[config.mk]
export PLATFORM = sky130hd
export DESIGN_NAME = dmux_stream
export DESIGN_NICKNAME = d
export VERILOG_FILES = /design/src/rtl/dmux_stream.sv
export SDC_FILE = /design/constraint.sdc
export NUM_CORES = 1
export LEC_CHECK = 0
export ABC_AREA = 1
export BUFFER_PORTS_ARGS = -buffer_cell sky130_fd_sc_hd__buf_2
export CAP_MARGIN = 15
export CELL_PAD_IN_SITES_DETAIL_PLACEMENT = 1
export CELL_PAD_IN_SITES_GLOBAL_PLACEMENT = 2
export CORE_MARGIN = 2
export CORE_UTILIZATION = 29
export CTS_BUF_LIST = sky130_fd_sc_hd__clkbuf_16
export DETAILED_ROUTE_END_ITERATION = 7
export GPL_ROUTABILITY_DRIVEN = 0
export PLACE_DENSITY = 0.77
export SETUP_SLACK_MARGIN = 0.05
export SYNTH_ARGS = -nofsm -noshare
export SYNTH_HDL_FRONTEND = slang
export SYNTH_SLANG_ARGS = --single-unit
[constraint.sdc]
create_clock -name clk -period 1.4 [get_ports clk]
set_clock_uncertainty 0.05 [all_clocks]
set_input_delay 0.07 -clock clk [delete_from_list [all_inputs] [get_ports clk]]
set_output_delay 0.07 -clock clk [all_outputs]
set_load 0.02 [all_outputs]
[src/rtl/dmux_stream.sv]
// Registered 1-to-N stream demultiplexer with a one-entry slot per channel,
// addressed or round-robin routing. Define DMUX_ZERO_IDLE_EN to zero idle lanes.
module dmux_stream #(
    parameter int W    = 8,
    parameter int N    = 4,
    parameter int MODE = 0,
    localparam int SELW = $clog2(N)
) (
    input  logic              clk,
    input  logic              rst_n,
    input  logic              in_valid,
    output logic              in_ready,
    input  logic [W-1:0]      in_data,
    input  logic [SELW-1:0]   in_sel,
    output logic [N-1:0]      out_valid,
    input  logic [N-1:0]      out_ready,
    output logic [N*W-1:0]    out_data,
    output logic              drop,
    output logic [SELW-1:0]   ptr
);

    // Handshake: a word moves on any edge where valid and ready are both high;
    // in_ready never depends on in_valid, and a full slot may drain and refill
    // on the same edge.

    logic [N-1:0]    full_q, full_d;
    logic [W-1:0]    data_q [N];
    logic [W-1:0]    data_d [N];
    logic [SELW-1:0] ptr_q, ptr_d;
    logic            drop_q, drop_d;

    logic [SELW-1:0] tgt;
    logic [N-1:0]    tgt_oh;
    logic            tgt_full;
    logic            tgt_rdy;
    logic            bad_sel;
    logic            accept;
    logic            load_en;

    // Target decode is a compare loop so an out-of-range select never indexes past N.
    always_comb begin
        tgt      = (MODE == 1) ? ptr_q : in_sel;
        bad_sel  = (MODE == 0) && (int'(in_sel) >= N);
        tgt_oh   = '0;
        tgt_full = 1'b0;
        tgt_rdy  = 1'b0;
        for (int i = 0; i < N; i++) begin
            if (tgt == SELW'(i)) begin
                tgt_oh[i] = 1'b1;
                tgt_full  = full_q[i];
                tgt_rdy   = out_ready[i];
            end
        end
    end

    assign in_ready = bad_sel || !tgt_full || tgt_rdy;
    assign accept   = in_valid && in_ready;
    assign load_en  = accept && !bad_sel;

    always_comb begin
        full_d = (full_q & ~out_ready) | (load_en ? tgt_oh : '0);
        for (int i = 0; i < N; i++) begin
            data_d[i] = (load_en && tgt_oh[i]) ? in_data : data_q[i];
        end
        ptr_d = ptr_q;
        if (MODE == 1 && load_en) begin
            ptr_d = (ptr_q == SELW'(N - 1)) ? '0 : ptr_q + 1'b1;
        end
        drop_d = accept && bad_sel;
    end

    always_ff @(posedge clk or negedge rst_n) begin
        if (!rst_n) begin
            full_q <= '0;
            ptr_q  <= '0;
            drop_q <= 1'b0;
            for (int i = 0; i < N; i++) begin
                data_q[i] <= '0;
            end
        end else begin
            full_q <= full_d;
            ptr_q  <= ptr_d;
            drop_q <= drop_d;
            for (int i = 0; i < N; i++) begin
                data_q[i] <= data_d[i];
            end
        end
    end

    assign out_valid = full_q;
    assign drop      = drop_q;
    assign ptr       = ptr_q;

    for (genvar g = 0; g < N; g++) begin : g_lane
`ifdef DMUX_ZERO_IDLE_EN
        assign out_data[g*W +: W] = full_q[g] ? data_q[g] : '0;
`else
        assign out_data[g*W +: W] = data_q[g];
`endif
    end

endmodule
# Word level (Yosys, flattened, before mapping)
# Index checks and enable logic that the tools add are counted.
[totals]
romBits = 0
output_inout_bits = 40
n_memories = 0
input_bits = 17
ram_bits = 0
ff_bits = 36
elab_cells = 32
latch_bits = 0
[classes]
order_cmp = 0
n_mux = 13
bitwise_logic = 3
shifts = 0
add_sub_neg = 0
n_div = 0
mul = 0
reduce_logical = 8
eq_ne = 3
[op_table]
columns = ["operator", "n"]
rows = [
  ["1-bit two-way mux", 12],
  ["1-bit logical AND", 5],
  ["4-bit bitwise AND", 1],
  ["2-bit equality test, second input constant", 2],
  ["4-bit two-way mux", 1],
  ["4-bit NOT", 1],
  ["4-bit bitwise OR", 1],
  ["2-bit by 1-bit equality test with 1-bit output, second input constant", 1],
  ["2-bit zero test", 1],
  ["1-bit zero test", 1],
  ["1-bit logical OR", 1],
]

# Depth between registers and ports, before layout
[logic_depth]
ltp_word = 10
mapped_depth = 9
mapped_depth_nobuf = 8

# Least setup slack after synthesis
# Ideal clock, no wire load.
[synth_timing]
path_type = "reg2reg"
start = "register full_q[2] (netlist: out_valid[2])"
end = "register data_q (netlist bit out_data[16])"
stages_incl_launch_ff = 7
required_time_ps = 1233
arrival_ps = 1126
setup_ps = 117
path_slack_ps = 107
period_less_slack_ps = 1293
path_buffers = 0
path_cell_list = "dfrtp_1 -> nand3_1 -> nand3_2 -> nand2_4 -> nand4_4 -> nand2_1 -> nand2_1"
[synth_via]
elab_chain_cells = 6
[synth_rtl]
columns = ["element", "line_no", "text"]
rows = [
  ["start: declaration", "26", "logic [N-1:0] full_q, full_d;"],
  ["start signal: assignment", "81", "full_q <= full_d;"],
  ["1-bit two-way mux (2 in series)", "48", "if (tgt == SELW'(i)) begin"],
  ["1-bit zero test", "56", "assign in_ready = bad_sel || !tgt_full || tgt_rdy;"],
  ["1-bit logical OR", "56", ""],
  ["1-bit logical AND", "57", "assign accept = in_valid && in_ready;"],
  ["1-bit logical AND", "63", "data_d[i] = (load_en && tgt_oh[i]) ? in_data : data_q[i];"],
  ["end signal: indexed assignment", "85", "data_q[i] <= data_d[i];"],
  ["end: declaration", "27", "logic [W-1:0] data_q [N];"],
]
# Every way passes these cells.
# A chain may end at the register's enable or synchronous reset.

# Worst setup path after layout
[layout_timing]
start = "register full_q[2] (netlist: out_valid[2])"
end = "output port in_ready"
[layout_via]
elab_chain_cells = 4
[layout_rtl]
columns = ["element", "line_no", "text"]
rows = [
  ["1-bit two-way mux (2 in series)", "48", ""],
  ["1-bit zero test", "56", ""],
  ["1-bit logical OR", "56", ""],
  ["end: declaration", "12", "output logic in_ready,"],
]
# Every way passes these cells.

==> Implementation_results.wiki <==
{| class="wikitable"
! Metric !! Value
|-
| Pre-CTS WS || about 0.042 ns
|-
| Average footprint of a synthesized cell || between 9 and 10 um2
|-
| Final worst-path cycle share || 0.9657
|-
| Status || finished clean
|-
| Floorplan Core Area || about 6000 um2
|-
| Core occupancy in the finished layout || 0.4322
|-
| Startpoint class of the critical path || flop
|-
| Number of nets with antenna violations after routing || 0
|-
| Number of nets at the end of the flow || about 280
|-
| Standard-cell row count || 28
|-
| Clock tree from TritonCTS || built
|-
| DR iter-0 viols || 87
|-
| Number of CTS-inserted buffers || 5
|-
| Sinks on the clock net || 36
|-
| Source-to-sink clock delay at the later pin of the worst-skew pair || approximately 0.28 ns
|-
| DRC violation count after routing || 0
|-
| Count of antenna diodes in the layout || 0
|-
| Number of global-route vias before repair || around 1600
|-
| Slew HR || 0.6223
|-
| Most common library cell in the layout ignoring fill and taps || sky130_fd_sc_hd__nand2_1
|-
| Cell family with most CP delay || flip-flops
|-
| Number of buffers between clock root and the deepest sink || 2
|-
| Initial antenna violation count || 0
|-
| Count of input and output buffers || between 50 and 60
|-
| Total track usage || 0.1776
|-
| Remaining global-route overflow || 0
|-
| Routed length per instance || roughly 17 um
|-
| Final Non-Filler Cells || 336
|-
| Worst ir drop on vdd || around 0.00054 V
|-
| Drt first pass iters || 4
|-
| Clock transition at path regs || 0.05 ns
|-
| LEAKAGE || roughly 1.3 nW
|-
| Final Worst Setup Slack || between 0.04 and 0.05 ns
|-
| Portion of the post-synthesis area used by sequential elements || 0.5125
|-
| Number of I/O pins || 57
|-
| Filler instances || roughly 700
|-
| Critical register-to-register path endpoint || out_valid[2]
|-
| Largest net degree at the start of global routing || 22
|-
| Final worst path period need || 1.352 ns
|-
| Routed wire length || 5854 um
|-
| Most used cells in the layout excluding fill and tap cells || 65 x sky130_fd_sc_hd__nand2_1, 52 x sky130_fd_sc_hd__buf_2, 36 x sky130_fd_sc_hd__dfrtp_1
|-
| Top area cells in the synthesized netlist || sky130_fd_sc_hd__dfrtp_1 51%, sky130_fd_sc_hd__nand2_1 15%, sky130_fd_sc_hd__nand4_1 11%
|-
| Start of the worst register-to-register path || out_valid[1]
|-
| YS warnings || 0
|-
| HPWL after DPL || around 3700 um
|-
| Area share of the largest cell type after synthesis || 0.5125
|-
| Routed vias || between 1500 and 2000
|-
| Max_cap viols || 0
|-
| CP bufs+invs || 2
|-
| Power per standard cell area || around 1400 nW/um2
|-
| Slowest cell on the critical path || sky130_fd_sc_hd__dfrtp_1
|-
| Min-Delay Path Depth || 4
|-
| Flip-flop and latch count after synthesis || 36
|-
| Post-detailed-route via-to-cell ratio || about 4.9
|-
| Placed insts || 311
|-
| CP Data Required Time || ~1.3 ns
|-
| Library cell occupying the most area in the post-synthesis netlist || sky130_fd_sc_hd__dfrtp_1
|-
| Share of layout cells above drive strength 1 || 0.4215
|-
| Final-report hold violation count || 0
|-
| Syn Std Cell Area || roughly 1800 um2
|-
| Setup tns final || 0 ns
|-
| Worst Path Max Fanout || 3
|-
| First-pass GRT wire length || 8618 um
|-
| Unrepaired setup endpoints after global routing || true
|-
| Instance count of the mapped netlist || around 180
|-
| Area grow syn2layout || 44.70%
|-
| Worst path max stage delay || 0.37 ns
|-
| Horizontal die dimension || 81.86 um
|-
| Reg2reg path depth || 6
|-
| Worst setup EP type || primary output
|-
| Hold EP || out_valid[3]
|-
| Worst setup path class || flop to primary output
|-
| Root Buffer || sky130_fd_sc_hd__clkbuf_16
|-
| Fmax achieved || between 700 and 800 MHz
|-
| Die Ht || approximately 82 um
|-
| Signal arrival time at the worst endpoint || approximately 1.2 ns
|-
| Setup slack of the most critical reg-to-reg path || 0.08 ns
|-
| Number of max-slew violations in the final report || 0
|-
| Synth cell types || 21
|-
| Slew at the pin closest to its max-slew limit || approximately 0.57 ns
|-
| Path category of the worst min-delay check || input pin to flop
|-
| Die Area || about 6700 um2
|-
| Cell Chain, Critical Path || nand3_2, nand4_4, nand2_4, buf_12, buf_6
|-
| Final Setup Violations || 0
|-
| Min-Delay Startpoint || out_ready[3]
|-
| Starting density of the core || 0.2987
|-
| H-tree Lvls || 2
|}
## synth_stat cells
cell and instances:
sky130_fd_sc_hd__nand2_1 69, sky130_fd_sc_hd__dfrtp_1 36, sky130_fd_sc_hd__nand4_1 32, sky130_fd_sc_hd__inv_1 7, sky130_fd_sc_hd__buf_4 5, sky130_fd_sc_hd__nand3_2 5
sky130_fd_sc_hd__nand4_4 5, sky130_fd_sc_hd__buf_6 4, sky130_fd_sc_hd__nand2_4 3, sky130_fd_sc_hd__nand3_1 3, sky130_fd_sc_hd__nor2_2 3, sky130_fd_sc_hd__clkbuf_1 2
sky130_fd_sc_hd__o21ai_1 2, sky130_fd_sc_hd__buf_2 1, sky130_fd_sc_hd__clkinv_2 1, sky130_fd_sc_hd__conb_1 1, sky130_fd_sc_hd__inv_2 1, sky130_fd_sc_hd__nand2_2 1
sky130_fd_sc_hd__nor2_1 1, sky130_fd_sc_hd__nor2_4 1, sky130_fd_sc_hd__o21ai_2 1
## sequential cells by signal (all words and copies together), names as in the netlist
register,count
out_data,32
out_valid,4
## per-layer routing
| metal | wire length, um | vias to the layer above | track usage |
|---|---|---|---|
| li1 | - | 786 | - |
| met1 | 2496 | 815 | 0.2317 |
| met2 | 2936 | 51 | 0.2846 |
| met3 | 329 | 6 | 0.03736 |
| met4 | 92 | 0 | 0.07500 |
| met5 | 0 | - | 0 |
## area by class of cell
class	instances	area, um2	area share
clock buffer	5	125.1	0.04919
clock inverter	3	42.54	0.01672
inverter	9	35.03	0.01377
multi-input combinational	133	837.1	0.3291
sequential	36	900.9	0.3542
tap	75	93.84	0.03689
timing repair buffer	75	509.2	0.2002
## through the flow
stage / hold slack (ns) / area (um2) / total power (W)
after global routing: 0.06926 / 2544 / 0.003831
after floorplan: -0.2756 / 1765 / 0.001921
after detailed placement: -0.01336 / 2135 / 0.002294
after CTS: 0.02740 / 2411 / 0.003623
after global placement: -0.01747 / 2135 / 0.002275
final: 0.04485 / 2544 / 0.003633
## tightest hold or removal path: stages
cell                      delay (ns)
sky130_fd_sc_hd__buf_2          0.07
sky130_fd_sc_hd__inv_1          0.07
sky130_fd_sc_hd__nand2_1        0.07
sky130_fd_sc_hd__nand2_1        0.05
## report_power, final
part	internal, W	switching [W]	total, W
clock	0.000836	0.000428	0.00126
sequential	0.00124	0.000116	0.00136
combinational	0.000357	0.000657	0.00101
total	0.00243	0.00120	0.00363
## cells by family (layout without fill, tap and decap cells)
family          after synthesis  after routing  share of synthesized area
buf+inv                      21             92                    0.07402
other cells                   1              3                   0.002133
simple gates                123            127                     0.4007
compound gates                3              3                    0.01068
flops                        36             36                     0.5125
## worst max-delay path by stage
| stage | start | end | slack [ns] | cells past startpoint |
|---|---|---|---|---|
| 5_1_grt | out_valid[0] | in_ready | 0.004 | 5 |
| 4_1_cts | out_valid[0] | in_ready | 0.07 | 5 |
| 6_report | out_valid[2] | in_ready | 0.05 | 5 |
| 3_5_place_dp | out_valid[2] | out_data[19] | 0.04 | 6 |
| 2_1_floorplan | out_valid[2] | out_data[16] | 0.11 | 6 |
| 3_3_place_gp | out_valid[2] | out_data[22] | 0.06 | 6 |
## what timing repair did
| item | CTS | global route |
|---|---|---|
| setup buffers | 7 | 1 |
| hold endpoints to repair | 18 | 0 |
| gates resized for setup | 4 | 10 |
| setup endpoints to repair | 8 | 31 |
| hold buffers | 4 | 0 |
| cloned | 0 | 5 |
| pin swaps | 3 | 8 |
Power figures use the tool's default switching activity.
